File: src/rtl/uart_receiver.sv
// uart_receiver: 8N1 serial receiver with a two-flop synchroniser,
// mid-bit sampling, framing-error detection and break hold-off.
module uart_receiver #(
  parameter int CLKS_PER_BIT = 434,
  parameter int DATA_BITS    = 8
) (
  input  logic                 clk,
  input  logic                 rst,
  input  logic                 rx_in,
  output logic [DATA_BITS-1:0] rx_data,
  output logic                 rx_valid,
  output logic                 frame_err,
  output logic                 busy
);

  localparam int HALF = CLKS_PER_BIT / 2;
  localparam int CW   = $clog2(CLKS_PER_BIT);
  localparam int BW   = $clog2(DATA_BITS);

  localparam logic [CW-1:0] HALF_M1 = CW'(HALF - 1);
  localparam logic [CW-1:0] BIT_M1  = CW'(CLKS_PER_BIT - 1);
  localparam logic [BW-1:0] LAST    = BW'(DATA_BITS - 1);

  typedef enum logic [2:0] {
    S_IDLE,
    S_START,
    S_DATA,
    S_STOP,
    S_BRK
  } state_t;

  state_t               state;
  logic                 rx_m;
  logic                 rx_s;
  logic [CW-1:0]        cnt;
  logic [BW-1:0]        idx;
  logic [DATA_BITS-1:0] shreg;

  // Synchroniser flops reset to the idle line level.
  always_ff @(posedge clk or posedge rst) begin
    if (rst) begin
      rx_m <= 1'b1;
      rx_s <= 1'b1;
    end else begin
      rx_m <= rx_in;
      rx_s <= rx_m;
    end
  end

  always_ff @(posedge clk or posedge rst) begin
    if (rst) begin
      state     <= S_IDLE;
      cnt       <= '0;
      idx       <= '0;
      shreg     <= '0;
      rx_data   <= '0;
      rx_valid  <= 1'b0;
      frame_err <= 1'b0;
    end else begin
      rx_valid  <= 1'b0;
      frame_err <= 1'b0;
      unique case (state)
        S_IDLE: begin
          if (!rx_s) begin
            state <= S_START;
            cnt   <= '0;
          end
        end
        S_START: begin
          if (cnt == HALF_M1) begin
            cnt   <= '0;
            idx   <= '0;
            state <= rx_s ? S_IDLE : S_DATA;
          end else begin
            cnt <= cnt + 1'b1;
          end
        end
        S_DATA: begin
          if (cnt == BIT_M1) begin
            cnt   <= '0;
            shreg <= {rx_s, shreg[DATA_BITS-1:1]};
            idx   <= idx + 1'b1;
            if (idx == LAST) state <= S_STOP;
          end else begin
            cnt <= cnt + 1'b1;
          end
        end
        S_STOP: begin
          if (cnt == BIT_M1) begin
            cnt <= '0;
            if (rx_s) begin
              rx_data  <= shreg;
              rx_valid <= 1'b1;
              state    <= S_IDLE;
            end else begin
              frame_err <= 1'b1;
              state     <= S_BRK;
            end
          end else begin
            cnt <= cnt + 1'b1;
          end
        end
        // A held-low line waits here so it cannot spawn repeated frames.
        S_BRK: begin
          if (rx_s) state <= S_IDLE;
        end
        default: state <= S_IDLE;
      endcase
    end
  end

  assign busy = (state != S_IDLE);

endmodule

File: config.mk
export PLATFORM = sky130hd
export DESIGN_NAME = uart_receiver
export DESIGN_NICKNAME = d
export VERILOG_FILES = /design/src/rtl/uart_receiver.sv
export SDC_FILE = /design/constraint.sdc
export NUM_CORES = 1
export LEC_CHECK = 0
export ABC_AREA = 0
export CAP_MARGIN = 15
export CORE_ASPECT_RATIO = 1.1
export CORE_MARGIN = 1.5
export CORE_UTILIZATION = 51
export CTS_CLUSTER_SIZE = 24
export DETAILED_ROUTE_END_ITERATION = 12
export GPL_ROUTABILITY_DRIVEN = 0
export MAX_ROUTING_LAYER = met4
export PLACE_DENSITY = 0.71
export SLEW_MARGIN = 20
export SYNTH_ARGS = -nofsm -noshare
export SYNTH_HDL_FRONTEND = slang
export SYNTH_SLANG_ARGS = --single-unit
File: constraint.sdc
create_clock -name clk -period 2.12 [get_ports clk]
set_clock_uncertainty 0.2 [all_clocks]
set_input_delay 0.212 -clock clk [delete_from_list [all_inputs] [get_ports clk]]
set_output_delay 0.212 -clock clk [all_outputs]
set_load 0.02 [all_outputs]
; ---- Yosys cells after proc, flatten, opt, wreduce, memory -nomap -nowiden
; Index checks and enable logic that the tools add are counted.
[word_totals]
register_bits = 35
latchBits = 0
mem_bits_rw = 0
rom_bits = 0
in_bits = 3
output_inout_bits = 11
elab_cells = 56
memories = 0
[op_classes]
addsub = 2
multipliers = 0
div_mod_pow = 0
magnitude_cmp = 0
n_eq_ne = 13
n_shift = 0
muxes = 22
bitwise_logic = 0
reduce_logical = 10
[ops]
columns = op, n
row1 = 2-to-1 mux 3 bit, 9
row2 = 2-to-1 mux 9 bit, 3
row3 = case mux 9 bit (3 select lines), 1
row4 = case mux 3 bit (5 select lines), 1
row5 = "inequality test 2 bit, second input constant", 6
row6 = "adder 9 x 1 -> 9 bit, second input constant", 1
row7 = "== test 9 x 8 -> 1 bit, second input constant", 1
row8 = "== test 9 bit, second input constant", 1
row9 = "== test 3 x 2 -> 1 bit, second input constant", 2
row10 = "== test 3 bit, second input constant", 2
row11 = 2-to-1 mux 1 bit, 6
row12 = case mux 3 bit (2 select lines), 1
row13 = AND reduction 3 bit, 2
row14 = AND reduction 6 bit, 1
row15 = nonzero test 3 bit, 2
row16 = AND reduction 2 bit, 2
row17 = "adder 3 x 1 -> 3 bit, second input constant", 1
row18 = "== test 3 x 1 -> 1 bit, second input constant", 1
row19 = logical NOT 3 bit, 1
row20 = 2-to-1 mux 2 bit, 1
row21 = nonzero test 2 bit, 1
row22 = OR reduction 2 bit, 1

; ---- Depth between registers and ports, before layout
[logic_depth]
depth_word = 4
mapped_depth = 7
depth_no_buf = 6

; ---- Least setup slack after synthesis
; Ideal clock, no wire load.
[synth_timing]
kind = register to register
start = register cnt[0]
end = register state[1]
setup_ns = 0.079
arrival_time_ns = 1.897
required_ns = 1.841
setup_slack_ns = -0.056
path_stages_with_launch = 7
path_buffers = 0
synth_period_minus_slack_ns = 2.176
cell_sequence = dfrtp_1 inv_1 ha_1 or4b_1 or3_4 or4_1 a21oi_1
[synth_between]
elab_chain_cells = 3
elab_cells_between_ends = 6
classes_between = eq/ne: 5 / reduce/logical: 1
[synth_rtl]
columns = element, line_no
row1 = from (decl), 35  ; logic [CW-1:0] cnt;
row2 = from (signal assigned), 75  ; cnt <= cnt + 1'b1;
row3 = from (signal assigned), 85  ; cnt <= cnt + 1'b1;
row4 = from (signal assigned), 100  ; cnt <= cnt + 1'b1;
row5 = == test 9 bit / == test 9 x 8 -> 1 bit (equally long branches), "79, 89, 70"
row6 = inequality test 2 bit (no source line), n/a
row7 = AND reduction 6 bit (no source line) *, n/a
row8 = to (signal assigned), 73  ; state <= rx_s ? S_IDLE : S_DATA;
row9 = to (decl), 32  ; state_t state;
; Every way passes the cells marked *; elsewhere a longest branch is shown, timed or not.
; A chain may end at the register's enable or synchronous reset.

; ---- Final worst setup path
[layout_timing]
start = register cnt[1]
end = register state[1]
; Same word-level chain as after synthesis.

==> run metrics <==
Num CTS Buffers 5; Largest stage delay, worst path approximately 460 ps; cell accounting for the most synthesized area dfrtp_1; Clock Pin Slew Worst Setup and Hold Paths between 100 and 150 ps; HPWL after detailed placement approximately 2200 um; Worst Path Required ~2200 ps; WP buf/inv 1; P_sw between 0.2 and 0.3 mW; PD cells 501.7 nW/um^2; CTS tree built; Die ar. around 3600 um^2; Crit Path Category flip-flop to flip-flop; dominant cells by area after synthesis dfrtp_1 (49%), mux2_2 (11%), nand2_1 (5.4%); Worst-Margin Slew 537.0 ps; headroom to the max-slew limit between 60% and 70%; reg2reg path depth 6; Die Ht about 63 um; status finished with violations; Seq/Total Area, Yosys ~53%; I/O pins 14; Fillers approximately 220; Clock Power Share a little over a third; Slew Viols, Final 0; Overall Global Routing Usage 22.18%; synthesized area between 1500 and 2000 um^2; Overflow after GRT 0; post-place setup slack -92.24 ps; Tcrit/Tclk final 106.5%; Wirelength per Cell between 15 and 20 um; first-pass GRT wire length 5961 um; Syn Nets roughly 160; Via-to-Cell Ratio 5.694; final hold violations 0; number of global-route vias before repair around 1300; root buf cell clkbuf_4; number of distinct library cells after synthesis 34; max cap viols 0; unrepaired setup endpoints after global routing yes; commonest non-fill, non-tap cell in the layout dfrtp_1; largest net degree at the start of global routing 36; stages on the worst setup path 6; clock sink count 35; CTS max path bufs 2; Multi-input gate area 820.8 um^2; most frequent cells in the layout dfrtp_1 (32), nand2_1 (23), mux2_2 (12), clkdlybuf4s50_1 (12), buf_4 (9); yosys warns 0; Syn Inst Count 150; post-route ant nets 0; Sequential Power Share around 62%; Iter 0 DRT Violations 34; wirelength, routed between 3000 and 4000 um; Avg Inst Size Synth between 10 and 15 um^2; Pleak roughly 1 nW; min Tclk post-route between 2000 and 2500 ps; die width roughly 58 um; Arrival @ worst endpoint between 2000 and 2500 ps; area grow syn2layout 29.16%; Setup crit end kind flip-flop; CTS Hold Bufs 0; share of the synthesized area in the top cell type between 40% and 50%; antenna cell count 0; Switching Fraction around 25%; placeable core area 3074 um^2; Total Power 1.081 mW; Pint 0.8084 mW; CP Launch Type flip-flop; drc violations 0; # rows 21; maximum VDD drop between 0.4 and 0.5 mV; sequential cell area ~880 um^2; cell-by-cell trace of the critical path inv_2 -> ha_4 -> or4b_4 -> or3_4 -> or4_4 -> a21oi_2; Final Setup Violations 13; CTS HTree Levels 2; Pre-antenna DRT Iters 4; PortBufs 13; violated checks negative setup slack; cell family with most CP delay simple AND/OR/NAND/NOR gates; combinational power share 1.7%; Setup WS post-layout -138.6 ps; fmax 442.7 MHz; Final nets around 190; worst-path fanout max 3; initial core utilization between 50 and 60%; slowest stage cell, crit path or4b_4; initial antenna violation count 0; clock latency on the worst-skew pair roughly 350 ps; layout cells sized above 1 34.07%; type of the most critical hold path primary input to async pin; Yosys reg bits 35; via count 1230
## synth_stat cells
library cell   n
nand3_1        5
o221a_2        1
nor4_1         2
and4b_2        1
a21oi_1        4
clkbuf_2       1
mux2i_1        3
o31a_1         2
nor3_1         5
or3_4          1
o21a_1         2
o311a_2        1
dfrtp_1       33
a21o_1         1
and4bb_2       1
nor2_1         6
inv_1          7
nor3b_1        1
nor2b_1        2
or4_1          1
o211ai_1       2
o41ai_4        1
ha_1           5
o21ai_0        5
mux2_2        16
a2bb2oi_1      1
nor3_4         1
o22ai_1        5
nand2b_1       1
dfstp_2        2
or4b_1         1
a211oi_1       1
clkbuf_1       5
nand2_1       24
## registers in the layout (all words and copies together) (netlist names)
signal     count
cnt            9
rx_valid       1
rx_m           1
rx_data        8
frame_err      1
shreg          8
idx            3
rx_s           1
state          3
## layout make-up
cell class / instances / area share [%]
clock inverters: 3 / 1.103
repair buffers: 30 / 15.09
inverters: 7 / 1.219
well taps: 34 / 1.973
multi-input cells: 102 / 38.07
flip-flops and latches: 35 / 40.80
clock buffers: 5 / 1.741
## path summary, 6_finish.rpt
check / start / end / slack (ps)
min reg2reg: rx_m$_DFF_PP1_ / rx_s$_DFF_PP1_ / 180
max reg2reg: cnt[1]$_DFFE_PP0P_ / state[1]$_DFFE_PP0P_ / -140
max in group asynchronous: rst / rx_m$_DFF_PP1_ / 1340
min in group clk: rx_in / rx_m$_DFF_PP1_ / 50
min: rst / cnt[6]$_DFFE_PP0P_ / 50
max: cnt[1]$_DFFE_PP0P_ / state[1]$_DFFE_PP0P_ / -140
## power by group through the flow
| stage | Clock (mW) | Sequential [mW] | Combinational, mW |
|---|---|---|---|
| 3_5_place_dp | 0 | 0.686 | 0.0196 |
| 3_3_place_gp | 0 | 0.686 | 0.0188 |
| 5_1_grt | 0.428 | 0.675 | 0.0225 |
| 6_report | 0.389 | 0.674 | 0.0187 |
| 2_1_floorplan | 0 | 0.684 | 0.0128 |
| 4_1_cts | 0.394 | 0.674 | 0.0195 |
## cell families after synthesis
group | share of synthesized area (%)
buffers and inverters | 2.999
AOI/OAI and AO/OA | 11.84
DFF | 52.62
and+or+nand+nor | 16.19
muxes | 12.59
adders and majority gates | 3.748
## layer usage
metal  GRT usage, %  vias up  routed length, um
li1               -      600                  -
met1          27.34      596               1632
met2          34.52       24               1786
met3          4.348       10                 87
met4          11.05        0                 82
met5              -        -                  0
## what timing repair did
item | 4_1_cts | 5_1_grt
pin swaps | 1 | 0
gates cloned | 0 | 3
endpoints found under the setup margin | 14 | 29
buffers inserted | 1 | 2
resized for setup | 11 | 15
## per-stage QoR
| stage | TNS (ps) | cells | cell area, um^2 | hold slack [ps] | util (%) |
|---|---|---|---|---|---|
| 2_1_floorplan | -126.0 | 150 | 1669 | 16.48 | - |
| 3_3_place_gp | -71.16 | 203 | 1933 | 146.8 | 62.88 |
| 3_5_place_dp | -276.3 | 203 | 1933 | 161.0 | 62.88 |
| 4_1_cts | -320.8 | 212 | 2036 | 40.40 | 66.22 |
| 5_1_grt | -2163 | 216 | 2156 | 61.62 | 70.13 |
| 6_report | -1034 | 216 | 2156 | 46.03 | 70.13 |
## worst reg2reg max path, stage by stage (launching register included)
cell     delay [ps]
dfrtp_1         410
inv_2            80
ha_4            130
or4b_4          460
or3_4           370
or4_4           420
a21oi_2         130
Note: power is estimated with default switching activity, not from simulation.
